`src/rtl/mem_arbiter.sv`:
```
// mem_arbiter: single-port data-RAM arbiter between the core's memory stage and a camera FIFO writer.
// Optional feature macro MEM_ARB_FB_PROTECT_EN: block CPU stores into the frame-buffer region.
module mem_arbiter #(
    parameter int unsigned AW          = 16,
    parameter int unsigned FIFO_DEPTH  = 4,
    parameter int unsigned CAM_BASE    = 32'h0000_8000,
    parameter int unsigned FRAME_WORDS = 4800
) (
    input  logic          clk,
    input  logic          reset,
    input  logic          cpu_req,
    input  logic          cpu_we,
    input  logic [31:0]   cpu_addr,
    input  logic [31:0]   cpu_wdata,
    output logic [31:0]   cpu_rdata,
    output logic          cpu_stall,
    input  logic          cam_valid,
    input  logic [31:0]   cam_data,
    output logic          cam_ready,
    input  logic          cam_frame_start,
    output logic          frame_done,
    output logic          cam_overflow,
    output logic          fb_violation,
    output logic [AW-1:0] mem_addr,
    output logic [31:0]   mem_wdata,
    output logic          mem_we,
    input  logic [31:0]   mem_rdata
);
    localparam int unsigned PTR_W = $clog2(FIFO_DEPTH);
    localparam int unsigned CNT_W = PTR_W + 1;
    localparam logic [CNT_W-1:0] CNT_FULL  = CNT_W'(FIFO_DEPTH);
    localparam logic [CNT_W-1:0] CNT_FORCE = CNT_W'(FIFO_DEPTH - 1);
    localparam logic [CNT_W-1:0] CNT_EXIT  = CNT_W'(FIFO_DEPTH / 2 + 1);
    localparam logic [AW-1:0]    ADDR_BASE = AW'(CAM_BASE);
    localparam logic [AW-1:0]    ADDR_LAST = AW'(CAM_BASE + FRAME_WORDS - 1);

    typedef enum logic [1:0] {IDLE, RD_WAIT, CAM_FORCE} state_t;

    state_t           state, state_nxt;
    logic [31:0]      fifo_mem [FIFO_DEPTH];
    logic [PTR_W-1:0] rd_ptr, wr_ptr, wr_idx;
    logic [CNT_W-1:0] count;
    logic [AW-1:0]    cam_addr;
    logic [AW-1:0]    cpu_word;
    logic             cpu_fb_hit;
    logic             cam_grant, cam_write, cpu_wr_grant, cpu_rd_grant;
    logic             push, pop, stall_int, we_int;
    logic             unused_addr_bits;

    assign cpu_word         = cpu_addr[AW+1:2];
    assign unused_addr_bits = ^{cpu_addr[31:AW+2], cpu_addr[1:0]};

`ifdef MEM_ARB_FB_PROTECT_EN
    assign cpu_fb_hit = (32'(cpu_word) >= CAM_BASE) && (32'(cpu_word) < CAM_BASE + FRAME_WORDS);
`else
    assign cpu_fb_hit = 1'b0;
`endif

    assign cam_ready = (count != CNT_FULL);
    assign push      = cam_valid && cam_ready;
    assign cam_write = cam_grant && !cam_frame_start;
    assign pop       = cam_write;
    assign wr_idx    = cam_frame_start ? '0 : wr_ptr;

    // Port scheduling: forced camera drain, then CPU, then idle-slot camera writes
    always_comb begin
        state_nxt    = state;
        cam_grant    = 1'b0;
        cpu_wr_grant = 1'b0;
        cpu_rd_grant = 1'b0;
        stall_int    = 1'b0;
        cpu_rdata    = '0;
        case (state)
            IDLE: begin
                if (count >= CNT_FORCE) begin
                    cam_grant = 1'b1;
                    stall_int = cpu_req;
                    state_nxt = CAM_FORCE;
                end else if (cpu_req && cpu_we) begin
                    cpu_wr_grant = 1'b1;
                end else if (cpu_req) begin
                    cpu_rd_grant = 1'b1;
                    stall_int    = 1'b1;
                    state_nxt    = RD_WAIT;
                end else if (count != '0) begin
                    cam_grant = 1'b1;
                end
            end
            RD_WAIT: begin
                cpu_rdata = mem_rdata;
                cam_grant = (count != '0);
                state_nxt = IDLE;
            end
            CAM_FORCE: begin
                cam_grant = (count != '0);
                stall_int = cpu_req;
                // count+push <= DEPTH/2+1 is "post-pop count <= DEPTH/2" without underflow
                if (cam_frame_start || ((count + CNT_W'(push)) <= CNT_EXIT))
                    state_nxt = IDLE;
            end
            default: state_nxt = IDLE;
        endcase
    end

    // RAM port mux driven straight from the grant
    always_comb begin
        mem_addr  = '0;
        mem_wdata = '0;
        we_int    = 1'b0;
        if (cam_grant) begin
            mem_addr  = cam_addr;
            mem_wdata = fifo_mem[rd_ptr];
            we_int    = cam_write;
        end else if (cpu_wr_grant) begin
            mem_addr  = cpu_word;
            mem_wdata = cpu_wdata;
            we_int    = !cpu_fb_hit;
        end else if (cpu_rd_grant) begin
            mem_addr  = cpu_word;
        end
    end

    assign mem_we    = we_int && reset;
    assign cpu_stall = stall_int && reset;

    always_ff @(posedge clk or negedge reset) begin
        if (!reset) state <= IDLE;
        else        state <= state_nxt;
    end

    always_ff @(posedge clk) begin
        if (push) fifo_mem[wr_idx] <= cam_data;
    end

    // FIFO pointers; a frame restart empties the FIFO but keeps a same-cycle word as entry 0
    always_ff @(posedge clk or negedge reset) begin
        if (!reset) begin
            rd_ptr <= '0;
            wr_ptr <= '0;
            count  <= '0;
        end else if (cam_frame_start) begin
            rd_ptr <= '0;
            wr_ptr <= PTR_W'(push);
            count  <= CNT_W'(push);
        end else begin
            rd_ptr <= rd_ptr + PTR_W'(pop);
            wr_ptr <= wr_ptr + PTR_W'(push);
            count  <= count + CNT_W'(push) - CNT_W'(pop);
        end
    end

    always_ff @(posedge clk or negedge reset) begin
        if (!reset) begin
            cam_addr     <= ADDR_BASE;
            frame_done   <= 1'b0;
            cam_overflow <= 1'b0;
        end else begin
            frame_done <= cam_write && (cam_addr == ADDR_LAST);
            if (cam_frame_start)
                cam_addr <= ADDR_BASE;
            else if (cam_write)
                cam_addr <= (cam_addr == ADDR_LAST) ? ADDR_BASE : cam_addr + AW'(1);
            if (cam_frame_start)
                cam_overflow <= 1'b0;
            else if (cam_valid && !cam_ready)
                cam_overflow <= 1'b1;
        end
    end

`ifdef MEM_ARB_FB_PROTECT_EN
    always_ff @(posedge clk or negedge reset) begin
        if (!reset)                         fb_violation <= 1'b0;
        else if (cpu_wr_grant && cpu_fb_hit) fb_violation <= 1'b1;
    end
`else
    assign fb_violation = 1'b0;
`endif

endmodule

```
`config.mk`:
```
export PLATFORM = sky130hd
export DESIGN_NAME = mem_arbiter
export DESIGN_NICKNAME = d
export VERILOG_FILES = /design/src/rtl/mem_arbiter.sv
export SDC_FILE = /design/constraint.sdc
export NUM_CORES = 1
export LEC_CHECK = 0
export CORE_MARGIN = 2
export CORE_UTILIZATION = 35
export DETAILED_ROUTE_END_ITERATION = 7
export GPL_ROUTABILITY_DRIVEN = 0
export SLEW_MARGIN = 15
export SYNTH_ARGS = -nofsm -noshare
export SYNTH_HDL_FRONTEND = slang
export SYNTH_SLANG_ARGS = --single-unit
```
`constraint.sdc`:
```
create_clock -name clk -period 5.1 [get_ports clk]
set_clock_uncertainty 0.05 [all_clocks]
set_input_delay 0.765 -clock clk [delete_from_list [all_inputs] [get_ports clk]]
set_output_delay 0.765 -clock clk [all_outputs]
set_load 0.005 [all_outputs]
```
==> metrics.md, run 1 <==
| Metric | Value |
|---|---|
| Clk slew on worst S/H paths | around 0.06 ns |
| CTS root buf | clkbuf_16 |
| Post-CTS sizing | 0 |
| I/O Buffers | just over 200 |
| PwrDens | 460.5 mW/mm^2 |
| Latest clock arrival within the worst-skew pair | 0.41 ns |
| Post-synth EDFFs | ~130 |
| Fin. Hold Viols | 0 |
| Detailed-route DRC error count | 0 |
| Setup TNS Final | 0 ns |
| Row Count | 52 |
| CTS tree | done |
| Least-Margin Pin Slew | 1.110 ns |
| Area delta synth->final | 39.91% |
| Final WL | roughly 17 mm |
| Crit path time final | between 4 and 5 ns |
| Syn Inst Count | about 500 |
| Final setup viols | 0 |
| Initial drt markers | 410 |
| Via count | 4970 |
| Unrepaired setup endpoints after global routing | false |
| Commonest non-fill, non-tap cells in the layout | clkdlybuf4s50_1 (202), edfxtp_1 (128), nand2_1 (42), a22o_1 (35), and2_1 (33) |
| Post-DRT Antenna Nets | 0 |
| Antenna violations before repair | 0 |
| DR WL/cell | 18.21 microns |
| Core area | ~0.020 sq mm |
| Yosys top cell area share | between 50 and 60% |
| Synth warn | 0 |
| Vias in the first global route | 5106 |
| Gr ovfl total | 0 |
| Htree depth | 4 |
| Die Area | ~0.021 sq mm |
| Antenna Cells | 0 |
| P_leak | 3.500 nW |
| WP data required | 4.28 ns |
| Hold Crit Class | register to register |
| Rel. slew slack | between 20% and 30% |
| CP Max Fanout | 33 |
| HPWL after detailed placement | approximately 12 mm |
| TritonCTS buffer count | 17 |
| Layout cells sized above 1 | 11.90% |
| Setup bufs post-CTS | 0 |
| #FFs+latches synth | 155 |
| Post-synthesis sequential area ratio | between 60% and 70% |
| Post-cts hold buffer count | 0 |
| DP Worst Slack | a little over 1 ns |
| F_max | 242.8 MHz |
| Global-route usage over all layers | between 10% and 20% |
| Initial core utilization | 35.41% |
| Post-Syn Area | between 0.007 and 0.008 sq mm |
| Synth unique cells | between 50 and 60 |
| Cell area after layout | around 0.010 sq mm |
| Largest cells by area after synthesis | edfxtp_1 (54%), mux4_2 (10%), dfrtp_1 (9.1%), a22o_1 (4.3%), and2_1 (2.9%) |
| I/O Pins | 220 |
| Die width | between 100 and 150 microns |
| Die Y | roughly 150 microns |
| Final period utilization | between 80% and 90% |
| Max Cap Viol | 0 |
| Post-DP Area | 0.009399 sq mm |
| Arr. time, crit path | between 3 and 4 ns |
| Worst setup SP type | register |
| Slew Limit Fails | 0 |
| Synth area leader | edfxtp_1 |
| Crit. End Element | output pin |
| Avg Inst Size Synth | 14.56 sq um |
| Max clock buf depth | 2 |
| Clock sinks | ~160 |
| Drt pass-1 iters | 4 |
| Net count after synthesis | ~630 |
| Most common cell after layout, fill and taps aside | clkdlybuf4s50_1 |
| First-pass GRT wire length | roughly 28 mm |
| Primary FF master, synth | edfxtp_1 |
| Nets | roughly 820 |
| Largest net degree at the start of global routing | 51 |
| Post-synth ARST share | ~17% |
| Fin worst setup slack | a little under 1 ns |
| WS Path Type | register to output pin |
| IR drop worst, VDD | between 0.2 and 0.3 mV |
| Vias per Instance | a little over 5 |
| Outcome | completed |
-- stage by stage --
step,std cells,hold WS [ns],utilization [%],total power [mW]
finish,959,0.4944,49.55,4.587
global route,959,0.5574,49.55,4.862
CTS,959,0.5013,49.55,4.653
detailed placement,927,0.4927,46.75,3.452
global placement,927,0.4747,46.75,3.422
floorplan,489,0.4194,-,2.532
-- final timing paths --
kind / startpoint / to / slack (ns) / cells after the start
setup reg to reg: state[0] / count[2] / 2.33 / 9
max in group asynchronous: reset / cam_addr[15] / 3.62 / 2
hold / removal: cam_addr[15] / cam_addr[15] / 0.49 / 2
hold reg to reg: cam_addr[15] / cam_addr[15] / 0.49 / 2
setup / recovery: count[0] / mem_wdata[14] / 0.98 / 6
min in group asynchronous: reset / state[0] / 0.66 / 1
-- synth_stat cells, drive strengths merged, types with 9 or more instances --
master  instances
and2           33
nand3          18
a22o           35
clkbuf         27
edfxtp        128
mux4           32
nor2           16
ha             11
nand2          42
o21ai           9
buf            13
dfrtp          26
-- flip-flops by register name, indices dropped and copies added (netlist names) --
register and count:
rd_ptr 2, count 3, fifo_mem 128, frame_done 1, wr_ptr 2, cam_addr 16
cam_overflow 1, state 2
-- layout make-up --
type | instances | area (sq um)
Multi-Input combinational cell | 286 | 2429
Clock buffer | 18 | 429.2
Inverter | 8 | 30.03
Fill cell | 1701 | 10140
Tap cell | 270 | 337.8
Clock inverter | 14 | 132.6
Timing Repair Buffer | 208 | 2079
Sequential cell | 155 | 4523
-- logic make-up (layout without fill, tap and decap cells) --
group	Yosys count	after routing	synth area share, %
adder cells (fa/ha/maj)	11	11	1.933
other	1	1	0.05267
buffers and inverters	48	248	2.830
AO/OA/AOI/OAI	77	77	8.383
multiplexers	34	34	10.42
flip-flops	155	155	63.50
XOR/XNOR	4	4	0.4922
AND/OR/NAND/NOR	159	159	12.39
-- critical path, cell delays in order (launching register included) --
cell and delay, ns:
dfrtp_1 0.41, a21oi_1 0.48, and3_1 0.23, buf_4 0.22, o311a_2 0.76, a22o_1 0.27, clkdlybuf4s50_1 0.50
-- power by group --
part | internal [mW] | switching [mW] | total [mW]
Combinational | 1.01 | 0.762 | 1.77
Clock | 0.681 | 0.511 | 1.19
Sequential | 1.50 | 0.125 | 1.63
-- metal layers --
metal  vias to the layer above  track usage, %  part of all wire [%]
li1                       2282               -                     -
met1                      2453           21.50                    43
met2                       216           28.62                    48
met3                        19           4.781                   7.7
met4                         0           5.534                   1.3
met5                         -               0                     0
Note: power is estimated with default switching activity, not from simulation.
==> inputs of run 2 (changes only) <==
PLACE_DENSITY = 0.65   (was unset)
clock period = 3.4 ns   (was 5.1 ns; I/O delays follow)
==> run 2 against run 1 <==
Against the previous run:
- count of clock-buffer cells in the layout decreased by 1
- sequential cell count did not move
- via count shrank 0.40%
- non-clock buffer count up 14
- utilization increased by 0.90 points
- routed wire length shrank 2.6%
- combinational power rose by 57%
- critical endpoint is now mem_wdata[30]
- highest routed layer unchanged
- clock power increased by 61%
- critical path type unchanged
- first-iteration DRC count is 40% lower
==> metrics.md, run 2 (synthesis gave the netlist of run 1 again) <==
| Metric | Value |
|---|---|
| CTS root buf | clkbuf_16 |
| Critical R2R Launch | count[1] |
| Die Y | roughly 150 microns |
| Die width | between 100 and 150 microns |
| Core area | a little over 0.02 sq mm |
| Largest register FFs | 128 |
| Hold Crit Class | input port to async pin |
| Antenna Cells | 0 |
| Fin util | 50.45% |
| Crit. End Element | output pin |
| CP peak stage delay | about 0.50 ns |
| Initial drt markers | roughly 250 |
| DR WL/cell | around 17 microns |
| CTS tree | done |
| First-pass GRT wire length | ~27 mm |
| Final setup viols | 0 |
| Cell chain of the critical path | inv_1 > ha_1 > nor2b_1 > a211oi_4 > buf_12 > a22o_1 > clkdlybuf4s50_1 |
| IR drop worst, VDD | ~0.42 mV |
| HPWL after detailed placement | around 11 mm |
| Final WL | ~17 mm |
| I/O Buffers | between 200 and 250 |
| Fin worst setup slack | 0.1863 ns |
| Antenna violations before repair | 0 |
| Setup TNS Final | 0 ns |
| Commonest non-fill, non-tap cells in the layout | clkdlybuf4s50_1 (202), edfxtp_1 (128), nand2_1 (42), a22o_1 (35), and2_1 (33) |
| Area occupied by multi-input gates | between 0.002 and 0.0025 sq mm |
| Most common cell after layout, fill and taps aside | clkdlybuf4s50_1 |
| Vias in the first global route | approximately 5100 |
| Outcome | completed |
| Htree depth | 4 |
| Area delta synth->final | 42.46% |
| F_max | slightly above 300 MHz |
| CP Max Fanout | 56 |
| Vias per Instance | slightly above 5 |
| Die Area | roughly 0.021 sq mm |
| Buf+Inv Stages, Crit Path | 3 |
| Worst setup path startpoint | state[1] |
| TritonCTS buffer count | 17 |
| Family with the most delay on the worst path | buffers and inverters |
| Fin. Hold Viols | 0 |
| Rel. slew slack | between 50% and 60% |
| Nets | about 840 |
| Detailed-route DRC error count | 0 |
| Clock sinks | around 160 |
| Biggest register | fifo_mem |
| Least-Margin Pin Slew | 0.7331 ns |
| # fillers | about 1700 |
| Max Cap Viol | 0 |
| I/O Pins | 220 |
| Clk slew on worst S/H paths | approximately 0.060 ns |
| Post-DRT Antenna Nets | 0 |
| Via count | 4950 |
| DP Worst Slack | 0.3762 ns |
| Global-route usage over all layers | ~16% |
| Largest net degree at the start of global routing | between 50 and 60 |
| Final period utilization | 94.52% |
| P_leak | around 3.6 nW |
| Reg area | about 0.0045 sq mm |
| Gr ovfl total | 0 |
| Max clock buf depth | 2 |
| Unrepaired setup endpoints after global routing | false |
| Crit path time final | 3.214 ns |
| Slew Limit Fails | 0 |
| Worst setup SP type | register |
| WP data required | approximately 2.8 ns |
| R2R Setup Slk | between 0.8 and 0.9 ns |
| Drt pass-1 iters | 4 |
| Row Count | 52 |
| PwrDens | 699.4 mW/mm^2 |
| Layout cells sized above 1 | ~14% |
| Arr. time, crit path | ~2.7 ns |
| Biggest regs | fifo_mem x128, cam_addr x16, count x3 |
| Worst path slowest cell | clkdlybuf4s50_1 |
| Post-cts hold buffer count | 0 |
| WS Path Type | register to output pin |
| Latest clock arrival within the worst-skew pair | 0.42 ns |
| Initial core utilization | 35.41% |
[run 2: power breakdown]
group | switching (mW) | internal (mW)
clock | 0.808 | 1.11
sequential | 0.147 | 2.25
combinational | 1.19 | 1.59
total | 2.15 | 4.95
[run 2: what timing repair did]
action / in CTS / in global routing
endpoints found under the setup margin: 0 / 34
buffers inserted: 0 / 0
resized for setup: 0 / 2
[run 2: worst register-to-register path: stages, from the launching register on]
cell and delay [ns]:
dfrtp_1 0.42, nor3b_1 0.56, nor2b_1 0.22, ha_1 0.24
ha_1 0.18, xor2_1 0.27, and3b_1 0.25, o22ai_1 0.10
a22o_1 0.19
[run 2: layer usage]
| metal | up-vias | track usage (%) | wire length [microns] |
|---|---|---|---|
| met5 | - | 0 | 0 |
| met3 | 17 | 4.500 | 1176 |
| met2 | 194 | 27.75 | 8365 |
| met4 | 0 | 4.126 | 166 |
| met1 | 2425 | 20.18 | 7307 |
| li1 | 2314 | - | - |
[run 2: final timing paths]
check	to	depth (start not counted)
setup / recovery	mem_wdata[30]	7
max in group asynchronous	cam_addr[15]	3
hold / removal	cam_overflow	2
hold reg to reg	cam_overflow	2
setup reg to reg	state[1]	8
min in group clk	cam_overflow	2
[run 2: cell type report]
type	count	area share, %
well taps	270	3.331
inverters	8	0.2961
repair buffers	222	21.79
multi-input cells	286	24.02
clock inverters	15	1.776
flip-flops and latches	155	44.60
clock buffers	17	4.194
[run 2: metrics by stage]
stage          power (mW)  hold WS [ns]  cell area, sq um  instances
6_report            7.093        0.3602             10140        973
5_1_grt             7.497        0.3821             10140        973
4_1_cts             7.183        0.3502             10130        973
3_5_place_dp        5.254        0.4693              9529        941
3_3_place_gp        5.180        0.4358              9529        941
2_1_floorplan       3.797        0.1644              7119        489
==> inputs of run 3 (changes only) <==
CTS_CLUSTER_SIZE = 16   (was unset)
RECOVER_POWER = 100   (was unset)
==> run 3 against run 2 <==
Against the previous run:
- routed wire length fell by 0.51%
- fmax rose by 0.14%
- sequential cell count unchanged
- largest cell class unchanged
- largest power group unchanged
- design area shrank 0.33%
- setup slack better by 0.0046 ns
- sequential share of layout area rose by 0.15 points
- worst hold slack improved by 0.10 ns
- utilization down 0.17 points
- clock power barely moved
- cell count is 0.41% higher
- the run now ends with capacitance limit, slew limit left
- via count is 0.95% higher
==> metrics.md, run 3 (synthesis gave the netlist of run 1 again) <==
| Metric | Value |
|---|---|
| Final setup viols | 0 |
| CP Max Fanout | between 50 and 60 |
| Fin util | approximately half |
| Row Count | between 50 and 60 |
| I/O Buffers | between 200 and 250 |
| Die Y | about 150 microns |
| CP peak stage delay | 0.51 ns |
| CTS root buf | clkbuf_16 |
| DR WL/cell | 17.33 microns |
| Post-Layout Cell Count | just under 1000 |
| Placed insts | 941 |
| Worst path slowest cell | clkdlybuf4s50_1 |
| Gr ovfl total | 0 |
| Met2 GRT Util | 27.75% |
| Via count | between 4000 and 5000 |
| Biggest register | fifo_mem |
| Die width | 146.6 microns |
| IR drop worst, VDD | 0.4228 mV |
| Biggest regs | fifo_mem x128, cam_addr x16, count x3 |
| # fillers | 1689 |
| Die Area | roughly 0.021 sq mm |
| Layout cells sized above 1 | 13.37% |
| Clock network power share | between 20 and 30% |
| Part of the power in registers | roughly 34% |
| Worst setup SP type | register |
| Max Cap Viol | 1 |
| Sw frac | around 30% |
| Htree depth | 4 |
| Unrepaired setup endpoints after global routing | false |
| Psw | 2.141 mW |
| Setup bufs post-CTS | 0 |
| Final WL | between 15 and 20 mm |
| Post-DP Area | 0.009529 sq mm |
| Cell chain of the critical path | inv_1 > ha_1 > nor2b_1 > a211oi_4 > buf_12 > a22o_1 > clkdlybuf4s50_1 |
| Largest net degree at the start of global routing | 57 |
| P_leak | 3.595 nW |
| Crit. End Element | output pin |
| Most common cell after layout, fill and taps aside | clkdlybuf4s50_1 |
| Least-Margin Pin Slew | 1.497 ns |
| Initial core utilization | 35.41% |
| Area delta synth->final | 41.99% |
| Latest clock arrival within the worst-skew pair | approximately 0.42 ns |
| Part of the power in combinational logic | between 30% and 40% |
| Met1 Usage GRT | between 20% and 30% |
| Antenna violations before repair | 4 |
| Clk slew on worst S/H paths | around 0.060 ns |
| Hold Crit Class | register to register |
| Detailed-route DRC error count | 0 |
| Clock sinks | between 150 and 200 |
| I/O Pins | 220 |
| Slew Limit Fails | 1 |
| Outcome | finished with violations |
| First-pass GRT wire length | between 20 and 30 mm |
| Arr. time, crit path | about 2.7 ns |
| Post-DRT Antenna Nets | 0 |
| PwrDens | between 600 and 700 mW/mm^2 |
| CTS tree | done |
| Core area | ~0.020 sq mm |
| Crit path time final | 3.209 ns |
| Global-route usage over all layers | between 15 and 20% |
| Fin. Hold Viols | 0 |
| Initial drt markers | 249 |
| Tot Pwr | just over 7 mW |
| Nets | ~840 |
| Largest register FFs | approximately 130 |
| Post-cts hold buffer count | 0 |
| Vias per Instance | 5.115 |
| GR met3 Demand/Resource | under 10% |
| Rel. slew slack | -0.6892% |
| Commonest non-fill, non-tap cells in the layout | clkdlybuf4s50_1 (153), edfxtp_1 (128), dlygate4sd3_1 (49), nand2_1 (42), a22o_1 (35) |
| Setup TNS Final | 0 ns |
| HPWL after detailed placement | 11.43 mm |
| Max clock buf depth | 2 |
| Cell area after layout | 0.01011 sq mm |
| TritonCTS buffer count | 17 |
| WS Path Type | register to output pin |
| Vias in the first global route | ~5100 |
| Failing checks | capacitance limit, slew limit |
| Pint | a little under 5 mW |
| FF-to-FF path depth | 5 |
| Drt pass-1 iters | 4 |
| Post-CTS sizing | 0 |
| WP data required | ~2.8 ns |
| Final period utilization | 94.39% |
| Hold path depth | 2 |
| F_max | 311.6 MHz |
| GRT Max-Usage Layer | met2 |
-- run 3: cell types whose count changed in the layout (fill, tap and decap cells not counted) --
cell	previous run	this run
clkbuf_1	0	5
clkdlybuf4s50_1	202	153
buf_4	17	8
diode_2	0	4
clkbuf_2	0	4
and2_0	0	21
nor4_1	7	8
dlygate4sd3_1	0	49
nor4_4	1	0
and2_1	33	12
-- run 3: cell type report --
class,instances,area [sq um],area share (%)
tap,270,337.8,3.342
inverter,8,30.03,0.2971
antenna,4,10.01,0.09902
sequential,155,4523,44.75
multi-input combinational,286,2421,23.95
clock buffer,17,425.4,4.208
clock inverter,15,180.2,1.782
timing repair buffer,222,2181,21.57
-- run 3: metrics by stage --
step	setup slack [ns]	hold slack, ns
after global placement	0.4078	0.4358
after CTS	0.09420	0.3502
final	0.1909	0.4605
after floorplan	0.5267	0.1644
after global routing	0.01214	0.5099
after detailed placement	0.3762	0.4693
-- run 3: power by group through the flow --
stage / clock, mW / sequential (mW) / combinational [mW]
2_1_floorplan: 0 / 2.35 / 1.45
3_3_place_gp: 0 / 2.42 / 2.76
3_5_place_dp: 0 / 2.44 / 2.81
4_1_cts: 1.96 / 2.40 / 2.82
5_1_grt: 2.04 / 2.43 / 2.99
6_report: 1.91 / 2.40 / 2.74
-- run 3: metal layers --
metal	share of wire (%)	wire length [microns]	vias to the layer above
li1	-	-	2318
met1	43	7274	2460
met2	49	8341	204
met3	7.0	1180	15
met4	0.77	130	0
met5	0	0	-
-- run 3: worst paths after layout --
check	from	endpoint	slack [ns]
setup / recovery	state[1]	mem_wdata[24]	0.19
hold / removal	cam_overflow	cam_overflow	0.46
setup reg to reg	cam_addr[11]	cam_addr[9]	0.23
hold reg to reg	cam_overflow	cam_overflow	0.46
max in group asynchronous	reset	cam_addr[2]	1.36
min in group asynchronous	reset	cam_overflow	0.63
-- run 3: worst max-delay path: cells and delay by family (launching register included) --
family,cells,cell delay (ns)
AOI/OAI and AO/OA,2,0.45
adders and majority gates,1,0.35
buffers and inverters,3,0.89
DFF,1,0.41
and+or+nand+nor,1,0.10
